$ cat config.mk
export PLATFORM = sky130hd
export DESIGN_NAME = tickgen_nco
export DESIGN_NICKNAME = d
export VERILOG_FILES = /design/src/rtl/tickgen_pkg.sv /design/src/rtl/nco_channel.sv /design/src/rtl/tickgen_nco.sv
export SDC_FILE = /design/constraint.sdc
export NUM_CORES = 1
export LEC_CHECK = 0
export ABC_CLOCK_PERIOD_IN_PS = 13040
export CAP_MARGIN = 10
export CORE_MARGIN = 2
export CORE_UTILIZATION = 59
export CTS_BUF_LIST = sky130_fd_sc_hd__clkbuf_8
export CTS_CLUSTER_DIAMETER = 100
export DETAILED_ROUTE_END_ITERATION = 7
export PLACE_DENSITY = 0.87
export SYNTH_ARGS = -nofsm -noshare
export SYNTH_HDL_FRONTEND = slang
export SYNTH_SLANG_ARGS = --single-unit
$ cat constraint.sdc
create_clock -name clock -period 13.04 [get_ports clock]
set_input_delay 1.304 -clock clock [delete_from_list [all_inputs] [get_ports clock]]
set_output_delay 1.304 -clock clock [all_outputs]
set_load 0.02 [all_outputs]
$ cat src/rtl/tickgen_pkg.sv
// ---------------------------------------------------------------------------
// tickgen_pkg
// Shared types for the multi-channel NCO tick generator.
//   mode_e   : output style of a channel (square wave or one-cycle pulse)
//   ch_cfg_t : one channel configuration word {incr, mode}. The increment
//              field is sized for the widest supported accumulator; narrower
//              instances zero-extend into it, so the unused upper bits are
//              constant and disappear in synthesis.
// ---------------------------------------------------------------------------
package tickgen_pkg;

    localparam int INCR_MAX_W = 48;
    localparam int CH_IDX_W   = 4;

    typedef enum logic {
        MODE_SQUARE = 1'b0,
        MODE_PULSE  = 1'b1
    } mode_e;

    typedef struct packed {
        logic [INCR_MAX_W-1:0] incr;
        mode_e                 mode;
    } ch_cfg_t;

endpackage

$ cat src/rtl/nco_channel.sv
// ---------------------------------------------------------------------------
// nco_channel
// One phase-accumulator channel. Each enabled cycle the accumulator advances
// by incr; the carry out of that add becomes a one-cycle tick. Configuration
// written while the channel is running is held pending and only takes effect
// on a wrap (or a sync), so no output period is ever shortened.
// Ports:
//   clock  : system clock
//   rst_n  : asynchronous active-low reset (already release-synchronised)
//   ckena  : run enable
//   sync   : phase clear, also applies any pending configuration
//   cfg_wr : configuration write strobe already decoded for this channel
//   cfg_in : configuration word {incr, mode}
//   ckout  : square (acc MSB) or pulse (== tick) output, registered
//   tick   : one-cycle wrap strobe, registered
// ---------------------------------------------------------------------------
module nco_channel
    import tickgen_pkg::*;
#(
    parameter int Width = 32
) (
    input  logic    clock,
    input  logic    rst_n,
    input  logic    ckena,
    input  logic    sync,
    input  logic    cfg_wr,
    input  ch_cfg_t cfg_in,
    output logic    ckout,
    output logic    tick
);

    logic [Width-1:0] acc_q, acc_d;
    ch_cfg_t          cur_q, cur_d;
    ch_cfg_t          pend_q, pend_d;
    logic             pend_valid_q, pend_valid_d;
    logic             tick_q, tick_d;
    logic             ckout_q, ckout_d;

    logic [Width:0]   sum;
    logic             carry;
    logic             idle;

    always_comb begin
        // Upper increment bits are always zero, so truncating to Width+1
        // gives the exact modulo-2^Width sum plus carry.
        sum   = {1'b0, acc_q} + (Width + 1)'(cur_q.incr);
        carry = sum[Width];
        // A stopped or zero-increment channel has no period in progress, so
        // a write there can take effect at once.
        idle  = !ckena || (cur_q.incr == '0);

        acc_d        = acc_q;
        cur_d        = cur_q;
        pend_d       = pend_q;
        pend_valid_d = pend_valid_q;
        tick_d       = 1'b0;

        if (sync) begin
            acc_d = '0;
            if (pend_valid_q) begin
                cur_d        = pend_q;
                pend_valid_d = 1'b0;
            end
        end else if (ckena) begin
            acc_d  = sum[Width-1:0];
            tick_d = carry;
            // The wrapping add itself used the old increment; the new one
            // starts with the next period.
            if (carry && pend_valid_q) begin
                cur_d        = pend_q;
                pend_valid_d = 1'b0;
            end
        end

        // Evaluated after the carry transfer so a write landing on a wrap
        // edge stays pending for the following wrap.
        if (cfg_wr) begin
            if (idle) begin
                cur_d        = cfg_in;
                pend_valid_d = 1'b0;
            end else begin
                pend_d       = cfg_in;
                pend_valid_d = 1'b1;
            end
        end

        // Output is registered from next-state values so ckout is a plain
        // flop output in both modes.
        ckout_d = (cur_d.mode == MODE_PULSE) ? tick_d : acc_d[Width-1];
    end

    always_ff @(posedge clock or negedge rst_n) begin
        if (!rst_n) begin
            acc_q        <= '0;
            cur_q        <= '0;
            pend_q       <= '0;
            pend_valid_q <= 1'b0;
            tick_q       <= 1'b0;
            ckout_q      <= 1'b0;
        end else begin
            acc_q        <= acc_d;
            cur_q        <= cur_d;
            pend_q       <= pend_d;
            pend_valid_q <= pend_valid_d;
            tick_q       <= tick_d;
            ckout_q      <= ckout_d;
        end
    end

    assign ckout = ckout_q;
    assign tick  = tick_q;

endmodule

$ cat src/rtl/tickgen_nco.sv
// ---------------------------------------------------------------------------
// tickgen_nco
// Multi-channel numerically controlled tick/clock generator.
// Ports:
//   clock     : system clock
//   reset     : asynchronous active-low reset
//   ckena     : per-channel run enable
//   cfg_wr    : single-cycle configuration write strobe
//   cfg_ch    : target channel of the write (indices >= Channels ignored)
//   cfg_incr  : phase increment, f_out = f_clock * cfg_incr / 2^Width
//   cfg_mode  : 0 = square output, 1 = pulse output
//   sync_mask : per-channel phase clear, sampled every cycle
//   ckout     : per-channel clock output
//   tick      : per-channel one-cycle wrap strobe
// ---------------------------------------------------------------------------
module tickgen_nco
    import tickgen_pkg::*;
#(
    parameter int Channels = 4,
    parameter int Width    = 32
) (
    input  logic                clock,
    input  logic                reset,
    input  logic [Channels-1:0] ckena,
    input  logic                cfg_wr,
    input  logic [3:0]          cfg_ch,
    input  logic [Width-1:0]    cfg_incr,
    input  logic                cfg_mode,
    input  logic [Channels-1:0] sync_mask,
    output logic [Channels-1:0] ckout,
    output logic [Channels-1:0] tick
);

    // Reset asserts immediately but releases through two flops so every
    // channel leaves reset on the same clock edge.
    logic [1:0] rst_sync_q, rst_sync_d;
    logic       rst_n_int;

    assign rst_sync_d = {rst_sync_q[0], 1'b1};

    always_ff @(posedge clock or negedge reset) begin
        if (!reset) begin
            rst_sync_q <= '0;
        end else begin
            rst_sync_q <= rst_sync_d;
        end
    end

    assign rst_n_int = rst_sync_q[1];

    ch_cfg_t wr_cfg;

    always_comb begin
        wr_cfg      = '0;
        wr_cfg.incr = INCR_MAX_W'(cfg_incr);
        wr_cfg.mode = mode_e'(cfg_mode);
    end

    // Exact index match: a write to a channel number that is not built
    // selects nothing.
    logic [Channels-1:0] ch_wr;

    for (genvar i = 0; i < Channels; i++) begin : g_ch
        assign ch_wr[i] = cfg_wr && (cfg_ch == CH_IDX_W'(i));

        nco_channel #(
            .Width (Width)
        ) u_ch (
            .clock  (clock),
            .rst_n  (rst_n_int),
            .ckena  (ckena[i]),
            .sync   (sync_mask[i]),
            .cfg_wr (ch_wr[i]),
            .cfg_in (wr_cfg),
            .ckout  (ckout[i]),
            .tick   (tick[i])
        );
    end

endmodule

# Word level (Yosys, flattened, before mapping)
# Index checks and enable logic that the tools add are counted.
[totals]
register_bits = 470
latch_bits = 0
ram_bits = 0
mem_bits_ro = 0
elab_cells = 153
memories = 0
[op_classes]
addsub = 4
multipliers = 0
div_mod_pow = 0
order_cmp = 0
n_eq_ne = 3
shifts = 0
n_mux = 64
bitwise = 4
n_reduce_logical = 41
[ops]
columns = ["cell", "count"]
rows = [
  ["49-bit two-way mux", 24],
  ["32-bit two-way mux", 8],
  ["48-bit logical NOT", 4],
  ["32-bit by 33-bit adder with 33-bit output", 4],
  ["1-bit two-way mux", 32],
  ["3-bit nonzero test", 8],
  ["2-bit AND reduction", 8],
  ["4-bit by 2-bit == test with 1-bit output, second input constant", 2],
  ["1-bit logical AND", 8],
  ["2-bit nonzero test", 4],
  ["4-bit by 1-bit == test with 1-bit output, second input constant", 1],
  ["1-bit logical NOT", 4],
  ["4-bit logical NOT", 1],
  ["1-bit logical OR", 4],
  ["1-bit NOT", 4],
]

# Longest topological paths before layout
[logic_depth]
word_depth = 8
depth_mapped = 14
mapped_depth_nobuf = 13

# Cells and area by module
# A second synthesis with hierarchy kept.
[unflattened]
hier_cells = 3472
area_unflattened_um2 = 32518.7
[modules_own_cells]
columns = ["module", "n_inst", "cells_per_inst", "area_each_um2", "seq_area_each_um2"]
rows = [
  ["nco_channel (g_ch[2].u_ch ...)", 2, 916, 8339.2, 3328.2],
  ["nco_channel (g_ch[1].u_ch)", 1, 921, 8428.1, 3328.2],
  ["nco_channel (g_ch[0].u_ch)", 1, 708, 7315.8, 3328.2],
  ["tickgen_nco", 1, 11, 96.3, 50.0],
]

# Worst setup path before layout
# No wires, ideal clock.
[synth_path]
path_kind = "register to register"
from = "register g_ch[3].u_ch.cur_q[18] (netlist bit)"
to = "register g_ch[3].u_ch.ckout_q"
setup_time_ps = 128
t_arrival_ps = 3239
required_time_ps = 12912
slack_ps = 9674
path_stages_with_launch = 13
synth_period_minus_slack_ps = 3366
cell_sequence = "dfrtp_1 ha_1 clkbuf_1 a211oi_1 o21bai_1 or3_1 a221o_1 o21ai_1 mux2_2 o31ai_4 mux2i_1 o21ai_2 mux2_1"
[synth_lines]
columns = ["item", "line", "source"]
rows = [
  ["from (decl)", "nco_channel.sv:33", "ch_cfg_t cur_q, cur_d;"],
  ["from (signal assigned)", "nco_channel.sv:102", "cur_q <= cur_d;"],
  ["to (signal assigned)", "nco_channel.sv:106", "ckout_q <= ckout_d;"],
  ["to (decl)", "nco_channel.sv:37", "logic ckout_q, ckout_d;"],
]

==> impl_metrics.ini <==
[status]
outcome = complete, no violations

[die]
fp.dieArea_mm2 = 0.0447
die-width_um = 211
die-height_um = 211
placementRows = 75
start_util_pct = 60.1
placeableCoreArea_mm2 = 0.0422
floorplan.io_pins = 56

[job]
timing.max_cap.violations = 0

[grt]
grt_overflow = 0
global_route.usage.total_pct = 29.4
grt_antenna_before_repair = 1
grt_first_pass_wirelength_um = 104000
grt_start_max_net_pins = 181
grt_pass1_vias = 20035

[worst_setup_path]
critPathRequiredTime_ns = 13.58
criticalPathCategory = flop to flop
path_max_fanout = 34
worstRegToRegCells = 14
setup.worst_path.end_class = flop
crit_arrival_ns = 4.72
crit_path_start_kind = flop

[sta]
worst_hold_slack_ns = 0.352
report.final.slew_viol_count = 0
fmax_ghz = 0.239
worst_slew_margin_rel_pct = 30.0
timing.final.setup_violations = 0
final.period_utilization_pct = 32.1
rsz0062_at_grt = no
worstMarginPinSlew_ns = 1.05
final_sum_of_negative_setup_slack_ns = 0
final_period_minus_worst_setup_slack_ns = 4.18
fin_skew_ns = 0.0354
report.final.hold_viol_count = 0

[cells_and_area]
num-nets-final = 2719
diodes = 0
post_route_cells_drive_above_1_share_pct = 12.1
fillCellCount = 3095
final_core_util_pct = 66.5
area_growth_syn_to_layout_pct = 10.7

[clocking]
cts.sink_count = 470
clk_root_buffer_cell = clkbuf_8
post_cts_resized = 0
number_of_buffers_inserted_to_repair_setup_after_cts = 0
tritoncts = yes
clock_latency_ns = 0.67
cts.htree.levels = 3
cts_made_buffers = 79
cts-hold-fix-buffers = 0
clk_transition_reported_paths_ns = 0.06
ctsLongestPathBuffers = 3

[synthesis]
synth_seq_area_share_pct = 46.3
syn_nets = 2668
async_reset_ff_share_pct = 100
synth.ff_latch_count = 470
synthesis.yosys.warnings = 0
syn_area_mm2 = 0.0254
synth_edf_count = 0
synth.avg_cell_area_um2 = 10.2
synthesis.instances = 2488
netlist-cell-type-count = 74
synth-main-ff-cell = dfrtp_1

[detailed_routing]
drt-pass1-iter-count = 5
antenna_violating_nets_post_route = 0
postRouteWirelength_um = 64300
dr.first_iter.drc_count = 1600
route.detailed.drc = 0
avgViaCountPerCell = 6.34
avgRoutedWirePerCell_um = 20.5
via_count = 19927

[hold_path]
worstHoldPathType = flop to flop
timing.hold.worst_path_depth = 0

[power]
power-per-cell-area_mw_per_mm2 = 186
static-leakage-power_nw = 13.6
vdd_ir_drop_max_mv = 0.104
post-layout-total-power_mw = 5.21

[place]
dp_hpwl_um = 42900
port-buffer-count = 55
gp_routability_congestion = 0.937
-- cell families (layout without fill, tap and decap cells) --
| kind of cell | count (synthesis) | in the layout | synth area share, % |
|---|---|---|---|
| compound gates | 563 | 563 | 14.0 |
| xor+xnor | 95 | 95 | 3.28 |
| fa+ha+maj | 132 | 132 | 6.63 |
| buf+inv | 166 | 280 | 2.66 |
| flops | 470 | 470 | 46.3 |
| mux | 321 | 321 | 13.3 |
| other cells | 1 | 1 | 0.0148 |
| simple gates | 740 | 740 | 13.7 |
-- registers in the layout, summed over array words and instances (netlist names) --
name,flops
g_ch.u_ch.acc_q,128
g_ch.u_ch.cur_q,196
g_ch.u_ch.tick,4
g_ch.u_ch.pend_valid_q,4
g_ch.u_ch.ckout,4
g_ch.u_ch.pend_q,132
rst_sync_q,2
-- power breakdown --
part	switching [mW]	total (mW)	internal, mW
Clock	0.625	1.42	0.791
Combinational	0.949	1.71	0.765
Sequential	0.294	2.08	1.79
Total	1.87	5.21	3.34
-- synth_stat cells, drive strengths merged, types with 15 or more instances --
master / n / area, um2
dfrtp: 470 / 11800
nand2: 243 / 912
nor2: 211 / 795
mux2i: 182 / 1820
o21ai: 164 / 825
mux2: 139 / 1570
a21oi: 132 / 661
ha: 128 / 1600
clkbuf: 79 / 298
xnor2: 71 / 622
a21o: 68 / 510
inv: 57 / 214
and2: 52 / 325
nor4: 51 / 319
a31oi: 45 / 282
and3: 35 / 219
buf: 30 / 164
nand4: 30 / 188
nand3: 27 / 135
nand2b: 24 / 150
xor2: 24 / 210
o21bai: 21 / 158
nor3: 20 / 100
o21a: 20 / 150
a211oi: 18 / 135
nor2b: 18 / 113
o211ai: 15 / 118
-- layout make-up --
cell class              count  area [um2]  area share, %
inverters                  57         214          0.762
repair buffers             79         733           2.61
flip-flops and latches    470       11800           41.9
clock buffers              96        1320           4.71
clock inverters            48         387           1.38
well taps                 539         674           2.40
multi-input cells        1852       13000           46.2
-- critical path, stage by stage (launching register included) --
cell and delay, ns:
dfrtp_1 0.39, ha_1 0.19, inv_1 0.06, fa_1 0.41, nor2b_1 0.19, o31a_1 0.21
o211ai_1 0.20, a2111oi_2 0.53, o21ai_1 0.12, mux2_2 0.33, o31ai_4 0.21, buf_4 0.52
mux2i_1 0.30, o21ai_2 0.08, mux2_1 0.33
-- metal layers --
| layer | part of all wire [%] | vias up | track usage [%] |
|---|---|---|---|
| met5 | 0 | - | 0 |
| met1 | 41 | 9880 | 38.3 |
| met2 | 48 | 787 | 48.8 |
| met3 | 7.4 | 189 | 4.85 |
| met4 | 3.8 | 0 | 12.6 |
| li1 | - | 9071 | - |
-- cell usage in the layout (no fill, tap or decap), drive strengths merged, types with 21 or more instances in the layout --
master	instances
nand2b	24
clkdlybuf4s50	53
mux2i	182
and2	52
o21bai	21
buf	26
xnor2	71
nand3	27
inv	77
o21ai	164
ha	128
clkbuf	96
and3	35
nand2	243
a31oi	45
a21o	68
nor2	211
xor2	24
nand4	30
a21oi	132
dfrtp	470
nor4	51
mux2	139
-- stage by stage --
stage / setup slack [ns] / cell area [um2] / std cells
6_report: 8.86 / 28100 / 3141
4_1_cts: 8.90 / 28100 / 3141
3_5_place_dp: 8.57 / 26400 / 2997
2_1_floorplan: 5.38 / 25400 / 2488
3_3_place_gp: 8.69 / 26400 / 2997
5_1_grt: 8.54 / 28100 / 3141
-- final timing paths --
path | from | end | slack (ns)
worst max-delay path | g_ch[3].u_ch.cur_q[1] | g_ch[3].u_ch.ckout | 8.86
worst min-delay path | rst_sync_q[0] | rst_sync_q[1] | 0.35
worst max register to register | g_ch[3].u_ch.cur_q[1] | g_ch[3].u_ch.ckout | 8.86
max in group asynchronous | rst_sync_q[1] | g_ch[2].u_ch.pend_q[31] | 9.33
min in group asynchronous | rst_sync_q[1] | g_ch[0].u_ch.cur_q[3] | 0.37
worst min register to register | rst_sync_q[0] | rst_sync_q[1] | 0.35
(Power assumes the default switching activity.)
